$ cat src/rtl/double_feynman_inverse_pipe.sv
// Purpose: inverse double Feynman gate, recovers (a,b,c) = (p, q^p, r^p) from encoded lanes.
// Latency: 2 cycles from the cycle a word is presented to the cycle it is on out_*.
// Backpressure: valid/ready, in_ready = s1_adv & !clr (combinational from out_ready, no skid).
module double_feynman_inverse_pipe #(
  parameter int WIDTH = 1,
  parameter int CNT_W = 16
) (
  input  logic             clk,
  input  logic             rst_n,
  input  logic             clr,
  input  logic             in_valid,
  output logic             in_ready,
  input  logic [WIDTH-1:0] in_p,
  input  logic [WIDTH-1:0] in_q,
  input  logic [WIDTH-1:0] in_r,
  output logic             out_valid,
  input  logic             out_ready,
  output logic [WIDTH-1:0] out_a,
  output logic [WIDTH-1:0] out_b,
  output logic [WIDTH-1:0] out_c,
  output logic [CNT_W-1:0] out_count,
  output logic             err
);

  // One encoded word: the three lanes travel together through both stages.
  typedef struct packed {
    logic [WIDTH-1:0] p;
    logic [WIDTH-1:0] q;
    logic [WIDTH-1:0] r;
  } enc_t;

  // Stage 1: raw encoded word as accepted from the input port.
  logic s1_valid;
  enc_t s1_dat;

  // Stage 2: decoded lanes (driven out directly) plus the raw word they came from.
  logic             s2_valid;
  logic [WIDTH-1:0] s2_a;
  logic [WIDTH-1:0] s2_b;
  logic [WIDTH-1:0] s2_c;
  enc_t             s2_raw;

  logic [CNT_W-1:0] count_q;
  logic             err_q;

  // Handshake and advance terms.
  logic s2_adv;
  logic s1_adv;
  logic in_fire;
  logic s1_move;
  logic out_fire;

  // Decoded value of the word currently in stage 1.
  logic [WIDTH-1:0] dec_a;
  logic [WIDTH-1:0] dec_b;
  logic [WIDTH-1:0] dec_c;

  // Re-encoded value of the word currently in stage 2.
  enc_t reenc;
  logic mismatch;

  // Advance chain: a stage may take new data when empty or when its consumer drains it.
  always_comb begin
    s2_adv   = !s2_valid || out_ready;
    s1_adv   = !s1_valid || s2_adv;
    in_ready = s1_adv && !clr;
    in_fire  = in_valid && in_ready;
    s1_move  = s1_valid && s2_adv;
    out_fire = s2_valid && out_ready;
  end

  // Inverse gate: a passes through, b and c are unmasked by a (bitwise, no carries).
  always_comb begin
    dec_a = s1_dat.p;
    dec_b = s1_dat.q ^ s1_dat.p;
    dec_c = s1_dat.r ^ s1_dat.p;
  end

  // Forward gate applied to the outputs; must reproduce the stored raw word.
  always_comb begin
    reenc.p  = s2_a;
    reenc.q  = s2_a ^ s2_b;
    reenc.r  = s2_a ^ s2_c;
    mismatch = s2_valid && (reenc != s2_raw);
  end

  // Stage 1 occupancy: clr flushes; a new accept refills even while the old word moves on.
  always_ff @(posedge clk or negedge rst_n) begin
    if (!rst_n) begin
      s1_valid <= 1'b0;
    end else if (clr) begin
      s1_valid <= 1'b0;
    end else if (in_fire) begin
      s1_valid <= 1'b1;
    end else if (s1_move) begin
      s1_valid <= 1'b0;
    end
  end

  // Stage 1 data capture on input handshake only (clr blocks it through in_ready).
  always_ff @(posedge clk or negedge rst_n) begin
    if (!rst_n) begin
      s1_dat <= '0;
    end else if (in_fire) begin
      s1_dat.p <= in_p;
      s1_dat.q <= in_q;
      s1_dat.r <= in_r;
    end
  end

  // Stage 2 occupancy: takes stage 1's valid whenever it is allowed to advance.
  always_ff @(posedge clk or negedge rst_n) begin
    if (!rst_n) begin
      s2_valid <= 1'b0;
    end else if (clr) begin
      s2_valid <= 1'b0;
    end else if (s2_adv) begin
      s2_valid <= s1_valid;
    end
  end

  // Stage 2 data: only loaded on a real move so a stalled output holds stable.
  always_ff @(posedge clk or negedge rst_n) begin
    if (!rst_n) begin
      s2_a   <= '0;
      s2_b   <= '0;
      s2_c   <= '0;
      s2_raw <= '0;
    end else if (s1_move) begin
      s2_a   <= dec_a;
      s2_b   <= dec_b;
      s2_c   <= dec_c;
      s2_raw <= s1_dat;
    end
  end

  // Transfer counter; clr wins over a coinciding output handshake, wraps naturally.
  always_ff @(posedge clk or negedge rst_n) begin
    if (!rst_n) begin
      count_q <= '0;
    end else if (clr) begin
      count_q <= '0;
    end else if (out_fire) begin
      count_q <= count_q + 1'b1;
    end
  end

  // Sticky round-trip error flag, cleared only by clr or reset.
  always_ff @(posedge clk or negedge rst_n) begin
    if (!rst_n) begin
      err_q <= 1'b0;
    end else if (clr) begin
      err_q <= 1'b0;
    end else if (mismatch) begin
      err_q <= 1'b1;
    end
  end

  assign out_valid = s2_valid;
  assign out_a     = s2_a;
  assign out_b     = s2_b;
  assign out_c     = s2_c;
  assign out_count = count_q;
  assign err       = err_q;

endmodule

$ cat config.mk
export PLATFORM = sky130hd
export DESIGN_NAME = double_feynman_inverse_pipe
export DESIGN_NICKNAME = d
export VERILOG_FILES = /design/src/rtl/double_feynman_inverse_pipe.sv
export SDC_FILE = /design/constraint.sdc
export NUM_CORES = 1
export LEC_CHECK = 0
export ABC_AREA = 1
export BUFFER_PORTS_ARGS = -buffer_cell sky130_fd_sc_hd__buf_4
export CAP_MARGIN = 20
export CORE_MARGIN = 8
export CORE_UTILIZATION = 48
export DETAILED_ROUTE_END_ITERATION = 10
export PLACE_DENSITY_LB_ADDON = 0.3
export SLEW_MARGIN = 20
export SYNTH_ARGS = -nofsm -noshare
export SYNTH_HDL_FRONTEND = slang
export SYNTH_SLANG_ARGS = --single-unit
$ cat constraint.sdc
create_clock -name clk -period 1.3 [get_ports clk]
set_clock_uncertainty 0.15 [all_clocks]
set_input_delay 0.13 -clock clk [delete_from_list [all_inputs] [get_ports clk]]
set_output_delay 0.13 -clock clk [all_outputs]
set_load 0.005 [all_outputs]
==> results.json, run 1 <==
{
  "status": "finished, violations left",
  "violations": "setup timing",
  "drt-pass1-iter-count": 4,
  "maxCapViolations": 0,
  "numPortBuffers": 29,
  "die_w_um": 70.5,
  "peakVddDrop_uv": 684,
  "final_max_slew_viol_count": 0,
  "ys_ff_latch": 27,
  "grt_pass1_wl_mm": 6.00,
  "critPathLaunchType": "flop",
  "cts_buffers": 3,
  "worst_pin_slew_ns": 0.337,
  "drcViolationCount": 0,
  "critPathLaunch": "out_count[1]",
  "cts.reportedPaths.clkPinSlew_ns": 0.15,
  "place_hpwl_mm": 2.44,
  "wl_per_cell_um": 13.2,
  "crit_type": "flop to flop",
  "netlist-cell-type-count": 22,
  "root_buffer": "clkbuf_4",
  "power_frac_seq_pct": 58.3,
  "reg2reg_depth": 9,
  "place.gp.congestion": 0.809,
  "n_antenna_cell": 0,
  "gr-total-overflow": 0,
  "hold_ws_ns": 0.00271,
  "hp-class": "input port to flop",
  "relSlewSlack_pct": 77.6,
  "worstPathRequired_ns": 1.43,
  "clockBufferDepth": 2,
  "design.portCount": 30,
  "syn_area_um2": 1430,
  "area_delta_synth_final_pct": 54.4,
  "syn_inst": 196,
  "p_sw_share_pct": 28.7,
  "r2r_start": "out_count[1]",
  "cts_tree": "yes",
  "r2r_slack_ns": -0.17,
  "endpoint": "out_count[6]",
  "rr_endpoint": "out_count[6]",
  "clock_latency_ns": 0.32,
  "grt_pass1_vias": 1420,
  "initial_core_util_pct": 51.3,
  "final_common_cell": "nand2_1",
  "syn_nets": 205,
  "final_cell_mix": "52 x nand2_1, 32 x buf_4, 25 x dfrtp_1",
  "gr-usage-all-layers_pct": 14.0,
  "final_area_um2": 2200,
  "rsz0062_at_grt": "true",
  "wl_mm": 3.89,
  "vias": 1497,
  "grt_max_degree": 28,
  "p_clk_share_pct": 22.7,
  "antenna_found_initial": 0,
  "internal_power_mw": 1.15,
  "die_h_um": 70.5,
  "combPwrFrac_pct": 18.9,
  "hold_viol": 0,
  "yosysWarnings": 0,
  "p_per_area_nw_per_um2": 733,
  "core_um2": 2780,
  "dieArea_um2": 4980,
  "drt_iter0_drc": 71,
  "layout_setup_ws_ns": -0.167,
  "switchingPower_mw": 0.464,
  "period_minus_slack_ns": 1.47,
  "placementRows": 19,
  "cellLeakagePower_nw": 1.08,
  "ant_nets": 0,
  "setup_tns_ns": -1.62,
  "place_area_um2": 1820,
  "synth.avg_cell_area_um2": 7.28,
  "fmax_mhz": 682,
  "dp_slack_ns": -0.130,
  "fin_nets": 273,
  "htree_levels": 1,
  "placed_cells": 273,
  "cts.sinks": 27,
  "cp-end-kind": "flop",
  "viasPerCell": 5.09,
  "final_cells": 294,
  "min_period_over_period_pct": 113,
  "drive_gt1_share_pct": 36.9,
  "setup_viol": 17,
  "crit_fanout": 3,
  "ys_seq_area_share_pct": 47.3,
  "arrival_ns": 1.60
}
==> power by group through the flow <==
stage          combinational [mW]  sequential (mW)  clock [mW]
2_1_floorplan               0.139            0.952           0
3_3_place_gp                0.258            0.954           0
3_5_place_dp                0.262            0.956           0
4_1_cts                     0.296            0.941       0.365
5_1_grt                     0.345            0.949       0.405
6_report                    0.306            0.942       0.367
==> worst min path at each step <==
| stage | cells after the start | endpoint | slack (ns) | startpoint |
|---|---|---|---|---|
| 2_1_floorplan | 0 | dec_a | -0.32 | rst_n |
| 3_3_place_gp | 1 | out_count[5] | -0.09 | rst_n |
| 3_5_place_dp | 1 | out_count[5] | -0.09 | rst_n |
| 4_1_cts | 4 | s1_valid | -0.01 | out_ready |
| 5_1_grt | 3 | out_count[1] | -0.0007 | out_ready |
| 6_report | 3 | out_count[1] | 0.003 | out_ready |
==> cell type report <==
class | count | area (µm²)
clock buffers | 3 | 22.5
clock inverters | 1 | 5.00
fillers | 189 | 577
inverters | 28 | 108
multi-input cells | 140 | 762
flip-flops and latches | 27 | 678
well taps | 31 | 38.8
repair buffers | 64 | 591
==> sequential cells by signal, indices dropped and copies added (netlist names) <==
signal / flops
dec_a: 1
err: 1
out_b: 1
out_c: 1
out_count: 16
out_valid: 1
s1_dat: 2
s1_valid: 1
s2_raw: 3
==> worst max-delay path, stage by stage (launching register included) <==
cell and delay (ns):
dfrtp_1 0.46, ha_4 0.17, nand2_4 0.08, nor2_4 0.15, nand2_2 0.08, nor2_4 0.12, nand2_1 0.07, nand2_1 0.06
nand2_1 0.05, inv_1 0.05
==> timing repair <==
action | 4_1_cts | 5_1_grt
endpoints found under the hold margin | 36 | 0
setup endpoints to repair | 25 | 29
gates resized for setup | 32 | 25
buffers inserted | 5 | 4
hold buffers | 8 | 0
pin swaps | 13 | 18
==> metal layers <==
layer,vias up,wire [µm],part of all wire [%],track usage (%)
li1,754,-,-,-
met1,706,1700,44,17.1
met2,33,1970,51,24.7
met3,4,187,4.8,2.79
met4,0,36,0.92,3.28
met5,-,0,0,0
==> cell families after synthesis <==
logic type	synth area share [%]
flip-flops	47.3
AND/OR/NAND/NOR	35.7
buffers and inverters	7.71
adder cells (fa/ha/maj)	0.876
AO/OA/AOI/OAI	8.41
==> cells in the mapped netlist <==
cell type	n	area, µm²
a21oi_1	8	40.0
nor2_4	1	11.3
ha_1	1	12.5
inv_2	3	11.3
nand3b_1	1	7.51
dfrtp_1	27	676
nand2_1	57	214
buf_2	1	5.00
and2_1	1	6.26
nor2_2	6	37.5
o21bai_1	1	7.51
nand2_2	5	31.3
nor3_1	2	10.0
a211oi_1	1	7.51
nor3b_1	1	7.51
nand4_1	2	12.5
o21ai_0	9	45.0
nor2_1	27	101
a31oi_1	2	12.5
nand3_1	14	70.1
o31ai_1	1	7.51
inv_1	25	93.8
==> per-stage QoR <==
| step | util (%) | power [mW] |
|---|---|---|
| 6_report | 79.3 | 1.61 |
| 5_1_grt | 79.3 | 1.70 |
| 4_1_cts | 75.2 | 1.60 |
| 3_5_place_dp | 65.4 | 1.22 |
| 3_3_place_gp | 65.4 | 1.21 |
| 2_1_floorplan | - | 1.09 |
(Power assumes the default switching activity.)
==> run 2, diff against run 1 <==
--- a/config.mk
+++ b/config.mk
@@ -12,6 +12,7 @@
 export CORE_UTILIZATION = 48
 export DETAILED_ROUTE_END_ITERATION = 10
 export PLACE_DENSITY_LB_ADDON = 0.3
+export SETUP_SLACK_MARGIN = 0.5
 export SLEW_MARGIN = 20
 export SYNTH_ARGS = -nofsm -noshare
 export SYNTH_HDL_FRONTEND = slang
==> run 2 against run 1 <==
  * The run ends with hold timing, setup timing left
  * Global-route usage up 4.8 points
  * Combinational power is 77% higher
  * Setup slack worse by 0.083 ns
  * Count of clock-buffer cells in the layout rose by 1
  * Final cell count grew 7.1%
  * Power increased by 17%
  * First-iteration DRC count grew to 2.7 times the previous value
  * Critical endpoint is now out_count[9]
  * Largest power group unchanged
  * Highest routed layer unchanged
==> results.json, run 2 (synthesis gave the netlist of run 1 again) <==
{
  "period_minus_slack_ns": 1.55,
  "area_delta_synth_final_pct": 79.1,
  "arrival_ns": 1.68,
  "min_period_over_period_pct": 119,
  "fin_nets": 294,
  "final_area_um2": 2560,
  "die_h_um": 70.5,
  "largest_reg_flops": 16,
  "placementRows": 19,
  "gr-usage-all-layers_pct": 18.8,
  "maxCapViolations": 0,
  "die_w_um": 70.5,
  "power.total_mw": 1.88,
  "antenna_found_initial": 0,
  "hold_ws_ns": -0.121,
  "cts_buffers": 3,
  "path_cells": "nand2_2 > buf_4 > nor2_1 > nand3_2 > nand2_1 > nand2_1 > nor2_1",
  "violations": "hold timing, setup timing",
  "place.gp.congestion": 0.830,
  "place_area_um2": 1870,
  "grt_pass1_vias": 1718,
  "crit_fanout": 5,
  "viasPerCell": 5.99,
  "wl_mm": 6.53,
  "drcViolationCount": 0,
  "cts.reportedPaths.clkPinSlew_ns": 0.15,
  "worstPathRequired_ns": 1.43,
  "ant_nets": 0,
  "dp_slack_ns": -0.147,
  "crit_family": "simple AND/OR/NAND/NOR gates",
  "cts_hold_buf": 1,
  "cts.sinks": 27,
  "layout_setup_ws_ns": -0.250,
  "cp_slowest_stage_delay_ns": 0.46,
  "peakVddDrop_uv": 1010,
  "p_per_area_nw_per_um2": 736,
  "critPathLaunchType": "flop",
  "crit_type": "flop to flop",
  "gr-total-overflow": 0,
  "vias": 1888,
  "worst_pin_slew_ns": 0.356,
  "drive_gt1_share_pct": 52.8,
  "design.portCount": 30,
  "htree_levels": 1,
  "final_cells": 315,
  "slowest_stage": "dfrtp_1",
  "grt_max_degree": 28,
  "final_cell_mix": "42 x buf_4, 42 x buf_6, 39 x nand2_1",
  "fmax_mhz": 645,
  "place_hpwl_mm": 2.67,
  "drt-pass1-iter-count": 5,
  "core_um2": 2780,
  "hp-class": "input port to flop",
  "rsz0062_at_grt": "true",
  "numPortBuffers": 29,
  "dieArea_um2": 4980,
  "status": "finished, violations left",
  "final_max_slew_viol_count": 0,
  "setup_viol": 26,
  "initial_core_util_pct": 51.3,
  "grt_pass1_wl_mm": 7.71,
  "wl_per_cell_um": 20.7,
  "root_buffer": "clkbuf_4",
  "drt_iter0_drc": 195,
  "clockBufferDepth": 2,
  "r2r_slack_ns": -0.25,
  "final_util_pct": 91.9,
  "cp.buffers_inverters": 1,
  "placed_cells": 275,
  "relSlewSlack_pct": 76.3,
  "clock_latency_ns": 0.34,
  "hold_viol": 9,
  "setup_tns_ns": -2.82,
  "cellLeakagePower_nw": 1.25,
  "cp-end-kind": "flop",
  "cts_tree": "yes",
  "n_antenna_cell": 0
}
run 2: layout make-up:
cell class,count,area [µm²]
Clock buffer,4,26.3
Fill cell,103,224
Multi-Input combinational cell,140,895
Timing Repair Buffer,85,798
Inverter,28,120
Sequential cell,27,679
Tap cell,31,38.8
run 2: metal layers:
| layer | part of all wire (%) | track usage (%) |
|---|---|---|
| met5 | 0 | 0 |
| met4 | 6.3 | 9.63 |
| met3 | 9.8 | 3.07 |
| met2 | 49 | 33.2 |
| met1 | 35 | 21.3 |
run 2: path summary, 6_finish.rpt:
kind | start | endpoint | cells after the start
worst min-delay path | clr | out_valid | 2
max in group asynchronous | rst_n | out_count[0] | 2
min in group asynchronous | rst_n | s1_dat[1] | 2
worst min register to register | err | err | 2
worst max-delay path | out_count[6] | out_count[9] | 7
worst max register to register | out_count[6] | out_count[9] | 7
run 2: timing repair:
item / CTS / global route
pin swaps: 18 / 19
hold endpoints to repair: 39 / 8
gates resized for setup: 59 / 44
setup buffers: 26 / 9
setup endpoints to repair: 49 / 49
run 2: worst reg2reg max path, delay by kind of cell, from the launching register on:
kind	cells	cell delay (ns)
flops	1	0.46
buf+inv	1	0.19
simple gates	6	0.69
run 2: power by group:
group          internal (mW)  switching (mW)
clock network          0.121           0.265
logic                  0.261           0.281
registers              0.895          0.0609
total                   1.28           0.607
